===== config.mk =====
export PLATFORM = sky130hd
export DESIGN_NAME = program_loader
export DESIGN_NICKNAME = d
export VERILOG_FILES = /design/src/rtl/picomips_pkg.sv /design/src/rtl/program_loader_byte_assembler.sv /design/src/rtl/program_loader.sv
export SDC_FILE = /design/constraint.sdc
export NUM_CORES = 1
export LEC_CHECK = 0
export ABC_AREA = 1
export CORE_MARGIN = 3
export CORE_UTILIZATION = 45
export CTS_BUF_LIST = sky130_fd_sc_hd__clkbuf_2 sky130_fd_sc_hd__clkbuf_4 sky130_fd_sc_hd__clkbuf_8
export CTS_CLUSTER_SIZE = 28
export DETAILED_ROUTE_END_ITERATION = 7
export PLACE_DENSITY = 0.68
export SLEW_MARGIN = 40
export SYNTH_ARGS = -nofsm -noshare
export SYNTH_HDL_FRONTEND = slang
export SYNTH_SLANG_ARGS = --single-unit
export TNS_END_PERCENT = 30

===== constraint.sdc =====
create_clock -name clk -period 2.6 [get_ports clk]
set_input_delay 0.52 -clock clk [delete_from_list [all_inputs] [get_ports clk]]
set_output_delay 0.52 -clock clk [all_outputs]
set_load 0.02 [all_outputs]

===== src/rtl/picomips_pkg.sv =====
// Shared constants, loader state encoding and byte-count helper for the
// picomips program memory and its loader.
package picomips_pkg;

   localparam int I_SIZE_DEF = 24;
   localparam int P_SIZE_DEF = 5;

   typedef enum logic [2:0] {IDLE, RECV, WRITE, CHECK, DONE} state_t;

   // Bytes needed to carry one instruction word.
   function automatic int nbytes(input int isize);
      return (isize + 7) / 8;
   endfunction

endpackage


===== src/rtl/program_loader_byte_assembler.sv =====
// Big-endian byte-to-word shift register with a byte index; word is the
// assembled value including the byte being shifted in this cycle.
module byte_assembler
   import picomips_pkg::*;
#(
   parameter int I_SIZE = I_SIZE_DEF
) (
   input  logic              clk,
   input  logic              nReset,
   input  logic              clr,
   input  logic              shift,
   input  logic [7:0]        din,
   output logic [I_SIZE-1:0] word,
   output logic              complete
);

   localparam int NB = nbytes(I_SIZE);
   localparam int W  = NB * 8;
   localparam int IW = (NB > 1) ? $clog2(NB) : 1;

   logic [IW-1:0] idx;

   assign complete = shift && (idx == IW'(NB - 1));

   generate
      if (NB == 1) begin : g_single
         assign word = din[I_SIZE-1:0];
      end else begin : g_multi
         // Only the earlier bytes need storage; the last byte comes straight from din.
         logic [W-9:0] sr;
         logic [W-1:0] sr_next;
         assign sr_next = {sr, din};
         assign word    = sr_next[I_SIZE-1:0];
         always_ff @(posedge clk or negedge nReset) begin
            if (!nReset)    sr <= '0;
            else if (shift) sr <= sr_next[W-9:0];
         end
      end
   endgenerate

   always_ff @(posedge clk or negedge nReset) begin
      if (!nReset)       idx <= '0;
      else if (clr)      idx <= '0;
      else if (complete) idx <= '0;
      else if (shift)    idx <= IW'(idx + 1'b1);
   end

endmodule


===== src/rtl/program_loader.sv =====
// Streams bytes into 2^P_SIZE program words and writes them to program memory.
// Define LOADER_CHECKSUM_EN to require a trailing checksum byte.
module program_loader
   import picomips_pkg::*;
#(
   parameter int I_SIZE = I_SIZE_DEF,
   parameter int P_SIZE = P_SIZE_DEF
) (
   input  logic              clk,
   input  logic              nReset,
   input  logic              startIn,
   input  logic [7:0]        byteIn,
   input  logic              byteValidIn,
   output logic              byteReadyOut,
   output logic              memWriteEnableOut,
   output logic [P_SIZE-1:0] memAddressOut,
   output logic [I_SIZE-1:0] memDataOut,
   output logic              busyOut,
   output logic              doneOut,
   output logic              errorOut
);

   localparam logic [P_SIZE-1:0] LAST = '1;

   state_t            state;
   logic [P_SIZE-1:0] addr;
   logic              xfer, shift, clr, complete;
   logic [I_SIZE-1:0] word;

   assign xfer  = byteValidIn && byteReadyOut;
   assign shift = xfer && (state == RECV);
   assign clr   = startIn && ((state == IDLE) || (state == DONE));

   byte_assembler #(.I_SIZE(I_SIZE)) u_asm (
      .clk      (clk),
      .nReset   (nReset),
      .clr      (clr),
      .shift    (shift),
      .din      (byteIn),
      .word     (word),
      .complete (complete)
   );

`ifdef LOADER_CHECKSUM_EN
   logic [7:0] sum;
`else
   assign errorOut = 1'b0;
`endif

   always_ff @(posedge clk or negedge nReset) begin
      if (!nReset) begin
         state             <= IDLE;
         addr              <= '0;
         byteReadyOut      <= 1'b0;
         memWriteEnableOut <= 1'b0;
         memAddressOut     <= '0;
         memDataOut        <= '0;
         busyOut           <= 1'b0;
         doneOut           <= 1'b0;
`ifdef LOADER_CHECKSUM_EN
         sum               <= '0;
         errorOut          <= 1'b0;
`endif
      end else begin
         case (state)
            IDLE, DONE: begin
               if (startIn) begin
                  state        <= RECV;
                  addr         <= '0;
                  byteReadyOut <= 1'b1;
                  busyOut      <= 1'b1;
                  doneOut      <= 1'b0;
`ifdef LOADER_CHECKSUM_EN
                  sum          <= '0;
                  errorOut     <= 1'b0;
`endif
               end
            end
            RECV: begin
               if (shift) begin
`ifdef LOADER_CHECKSUM_EN
                  sum <= 8'(sum + byteIn);
`endif
                  if (complete) begin
                     state             <= WRITE;
                     byteReadyOut      <= 1'b0;
                     memWriteEnableOut <= 1'b1;
                     memAddressOut     <= addr;
                     memDataOut        <= word;
                  end
               end
            end
            WRITE: begin
               memWriteEnableOut <= 1'b0;
               if (addr == LAST) begin
`ifdef LOADER_CHECKSUM_EN
                  state        <= CHECK;
                  byteReadyOut <= 1'b1;
`else
                  state        <= DONE;
                  busyOut      <= 1'b0;
                  doneOut      <= 1'b1;
`endif
               end else begin
                  addr         <= addr + 1'b1;
                  state        <= RECV;
                  byteReadyOut <= 1'b1;
               end
            end
`ifdef LOADER_CHECKSUM_EN
            CHECK: begin
               // Data bytes plus checksum must sum to zero modulo 256.
               if (xfer) begin
                  state        <= DONE;
                  byteReadyOut <= 1'b0;
                  busyOut      <= 1'b0;
                  if (8'(sum + byteIn) == 8'd0) doneOut  <= 1'b1;
                  else                          errorOut <= 1'b1;
               end
            end
`endif
            default: state <= IDLE;
         endcase
      end
   end

endmodule


* Word level (Yosys, flattened, before mapping) *
Index checks and enable logic that the tools add are counted.

storage, ports and cells
  register bits after elaboration = 59
  latch bits = 0
  RAM bits = 0
  memory bits (read-only) = 0
  bits of input ports = 12
  output and inout bits = 34
  memories kept = 0

cells by class
  add/subtract/negate cells = 2
  $mul = 0
  div/mod/pow operators = 0
  $lt $le $gt $ge = 0
  equality and inequality tests = 10
  shift operators = 0
  multiplexer cells = 24
  bitwise operators = 0
  reduce and logical (&&, ||, !) cells = 17

operators with widths
  kind                 count
  $reduce_and 3->1     5
  $mux 3               4
  $mux 5               2
  $pmux 5 s2           1
  $mux 1               9
  $pmux 3 s3           1
  $ne 2x2->1 const B   4
  $mux 2               3
  $pmux 1 s2           3
  $reduce_bool 3->1    2
  $add 5x1->5 const B  1
  $eq 5x5->1 const B   1
  $reduce_and 5->1     1
  $logic_and 1x1->1    4
  $reduce_bool 2->1    2
  $eq 3x1->1 const B   1
  $eq 3x2->1 const B   1
  $eq 3x3->1 const B   1
  $logic_not 3->1      1
  $pmux 1 s3           1
  $add 2x1->2 const B  1
  $eq 2x2->1 const B   1
  $ne 2x1->1 const B   1
  $reduce_or 2->1      1
  $logic_or 1x1->1     1

* Depth between registers and ports, before layout *
  word-level depth = 6
  mapped depth = 10
  mapped depth without buffers = 10

* Cells and area by module *
From an unflattened synthesis, not the netlist that was laid out.

second synthesis, totals
  cell total of the unflattened synthesis = 276
  area, all modules = 2469.9 um2

by module, submodules not included
  module          instances  cells an instance  area each (um2)  seq. area each (um2)
  program_loader  1          193                1692.9           1026.0
  byte_assembler  1          83                 777.0            450.4

* Least setup slack after synthesis *
OpenSTA, ideal clock, no wires.

  path kind = flip-flop to flip-flop
  from = reg addr[0]
  to = reg byteReadyOut
  arrival time = 1.255 ns
  path slack = 1.228 ns
  stages on the path, launching flop included = 11
  path buffers = 0
  path through = dfrtp_1 > ha_1 > nand2_1 > nor2_1 > ha_1 > inv_1 > nor2_1 > nor2_1 > nand2_1 > nand2_1 > nand2_1

on the way
  longest elaborated chain between the ends = 3

RTL lines
  what                               line                   source
  start: declaration                 program_loader.sv:26   logic [P_SIZE-1:0] addr;
  start signal: assignment           program_loader.sv:105  addr <= addr + 1'b1;
  $eq 5x5->1                         program_loader.sv:95   if (addr == LAST) begin
  $ne 2x2->1 (no source line)        --
  $reduce_and 5->1 (no source line)  --
  end signal: assignment             program_loader.sv:70   byteReadyOut <= 1'b1;
  end signal: assignment             program_loader.sv:86   byteReadyOut <= 1'b0;
  end signal: assignment             program_loader.sv:107  byteReadyOut <= 1'b1;
  end: declaration                   program_loader.sv:14   output logic byteReadyOut,

No other way between the ends.
A chain may end at the register's enable or synchronous reset.

* Worst setup path in the final report *
  from = reg memDataOut[8]
  to = out memDataOut[8]

RTL lines
  what                      line                  source
  start: declaration        program_loader.sv:17  output logic [I_SIZE-1:0] memDataOut,
  start signal: assignment  program_loader.sv:89  memDataOut <= word;

No word-level cell between the ends.

==> reports/qor.yml <==
setup_path:
  path_delay_family: "buffers and inverters"
  cp-end-kind: "output port"
  crit_fanout: 2
  required_ps: 2080
  worstPathCellList: "clkdlybuf4s50_1"
  cp_slowest_cell: "clkdlybuf4s50_1"
  reg2reg_to: "byteReadyOut"
  r2r_start: "addr[0]"
  worst_ep_arrival_time_ps: 1310
  start_kind: "register"
  slowest_delay_ps: 610
  r2r_cells: 10
  r2r_setup_slack_ps: 1070
  worst-path-buf-inv: 1
  crit_type: "reg2out"
sta:
  skew_ps: 5.985
  relSlewSlack_pct: 60.19
  worstMarginPinSlew_ps: 597.1
  max_freq_mhz: 546.8
  final.setup.tns_ps: 0
  fin_crit_sh_pct: 70.34
  finalSetupViolations: 0
  hold_viol: 0
  setup_ws_ps: 771.0
  rsz0062_at_grt: "false"
  period_minus_slack_ps: 1829
  drv_slew: 0
die:
  die-area_um2: 6203
  num_rows: 25
  io_pins: 46
  die_w_um: 78.76
  start_util_pct: 48.51
  die_height_um: 78.76
  core_area_um2: 4911
clock_tree:
  cts_buffers: 9
  clock_latency_ps: 320
  cts_buffer_depth: 2
  ctsResizeCount: 0
  htree_levels: 3
  cts_tree: "yes"
  clk_pin_slew_worst_paths_ps: 60
  hold_buffers: 0
  postCtsSetupBuffers: 0
  cts.sinks: 59
  root_buffer: "clkbuf_8"
power:
  leakage_nw: 1.481
  power_frac_seq_pct: 42.0
  p_comb_share_pct: 36.2
  intPower_mw: 2.236
  power_density_nw_per_um2: 1126
  clkPwrFrac_pct: 21.8
  p_sw_share_pct: 34.81
  p_sw_mw: 1.194
  max-vdd-ir-drop_uv: 505.6
place:
  preCtsSetupSlack_ps: 703.6
  hpwl_mm: 3.086
  numPortBuffers: 44
  dp_cells: 361
  gp_congestion: 0.8279
final_layout:
  fin_cells: 377
  num_antenna_cells: 0
  syn_to_final_growth_pct: 27.84
  final_nets: 319
  drive_above_1_share_pct: 9.355
routing:
  ant_nets: 0
  drt_wl_total_mm: 4.471
  via_per_inst: 4.674
  first_pass_iters: 4
  drt_iter0_drc: 94
  vias: 1762
  drc: 0
  routedWlPerCell_um: 11.86
logic_synthesis:
  synth_top_area_share_pct: 61.97
  yosys.area.top_type: "dfrtp_1"
  synth_enable_flop_cells: 0
  avgSynthCellArea_um2: 9.306
  ys_ff_latch: 59
  netlist_area_um2: 2382
  yosys-top-cells-area: "dfrtp_1, nand2_1, o21ai_1, o21ai_0, inv_1"
  syn-num-nets: 270
  synthTopCellsByCount: "nand2_1, dfrtp_1, inv_1"
  yosysSeqAreaShare_pct: 61.97
  synthArstFlopShare_pct: 100.0
  synthFlopType: "dfrtp_1"
  synth.most_common_cell: "nand2_1"
  synth_cell_type_count: 22
  yosysWarnings: 0
  syn-instance-count: 256
grt:
  grt_overflow: 0
  antenna_found_initial: 0
  grt_pass1_vias: 1690
  grt_pass1_wl_mm: 7.872
  grt_max_degree: 51
  grt_usage_pct: 16.52
flow_run:
  maxCapViolations: 0
run_status:
  outcome: "finished clean"
worst_hold_path:
  hp-class: "in2async"
==> layout by cell type (no fill, tap or decap), types with 2 or more instances in the layout <==
cell type and count:
clkinv_2 2, a21oi_1 3, nand2_2 2, o21ai_1 19, dfrtp_1 59, clkbuf_4 3, o21ai_0 18, nand3_1 8
buf_4 2, nor2_4 2, nor2_1 9, nand2_4 2, nand2_1 96, clkbuf_8 11, ha_1 2, inv_1 20
clkdlybuf4s50_1 43, inv_4 2
==> registers in the layout (all words and copies together), names as in the netlist <==
| signal | cells |
|---|---|
| addr | 5 |
| busyOut | 1 |
| byteReadyOut | 1 |
| doneOut | 1 |
| memAddressOut | 5 |
| memDataOut | 24 |
| memWriteEnableOut | 1 |
| state | 3 |
| u_asm.g_multi.sr | 16 |
| u_asm.idx | 2 |
==> power by group through the flow <==
stage | logic, mW | registers [mW] | clock network, mW
floorplan | 0.495 | 1.67 | 0
global placement | 1.23 | 1.45 | 0
detailed placement | 1.26 | 1.45 | 0
CTS | 1.26 | 1.44 | 0.773
global route | 1.39 | 1.49 | 0.819
finish | 1.24 | 1.44 | 0.749
==> stage by stage <==
step	util (%)	power (mW)	instance area [um^2]	hold slack (ps)
finish	62.01	3.429	3045	43.33
detailed placement	58.27	2.709	2861	389.1
CTS	62.01	3.476	3045	33.36
global route	62.01	3.696	3045	44.86
floorplan	-	2.168	2382	224.4
global placement	58.27	2.686	2861	387.0
==> metal layers <==
layer	vias up	global-route usage (%)	share of wire, %
met2	41	23.94	44
met5	-	0	0
li1	900	-	-
met1	813	23.08	50
met4	0	8.392	1.9
met3	8	4.082	4.1
==> final cells by class <==
type	instances	area, um^2
Clock buffer	14	173.9
Clock inverter	2	10.01
Fill cell	440	1866
Inverter	23	91.34
Multi-Input combinational cell	166	759.5
Sequential cell	59	1476
Tap cell	67	83.83
Timing Repair Buffer	46	450.4
==> kinds of logic after synthesis <==
family,count (synthesis),share of synthesized area (%)
adders and majority gates,2,1.050
buffers and inverters,31,6.145
AOI/OAI and AO/OA,41,8.719
other,1,0.1574
DFF,59,61.97
and+or+nand+nor,122,21.95
==> how the worst max path moves through the flow <==
| stage | start | endpoint | slack (ps) | cells after the start |
|---|---|---|---|---|
| CTS | memDataOut[8] | memDataOut[8] | 740 | 1 |
| detailed placement | byteValidIn | memDataOut[14] | 700 | 7 |
| floorplan | addr[0] | byteReadyOut | 1230 | 10 |
| global route | memDataOut[12] | memDataOut[12] | 720 | 1 |
| finish | memDataOut[8] | memDataOut[8] | 770 | 1 |
| global placement | byteValidIn | memAddressOut[1] | 750 | 7 |
(Power assumes the default switching activity.)
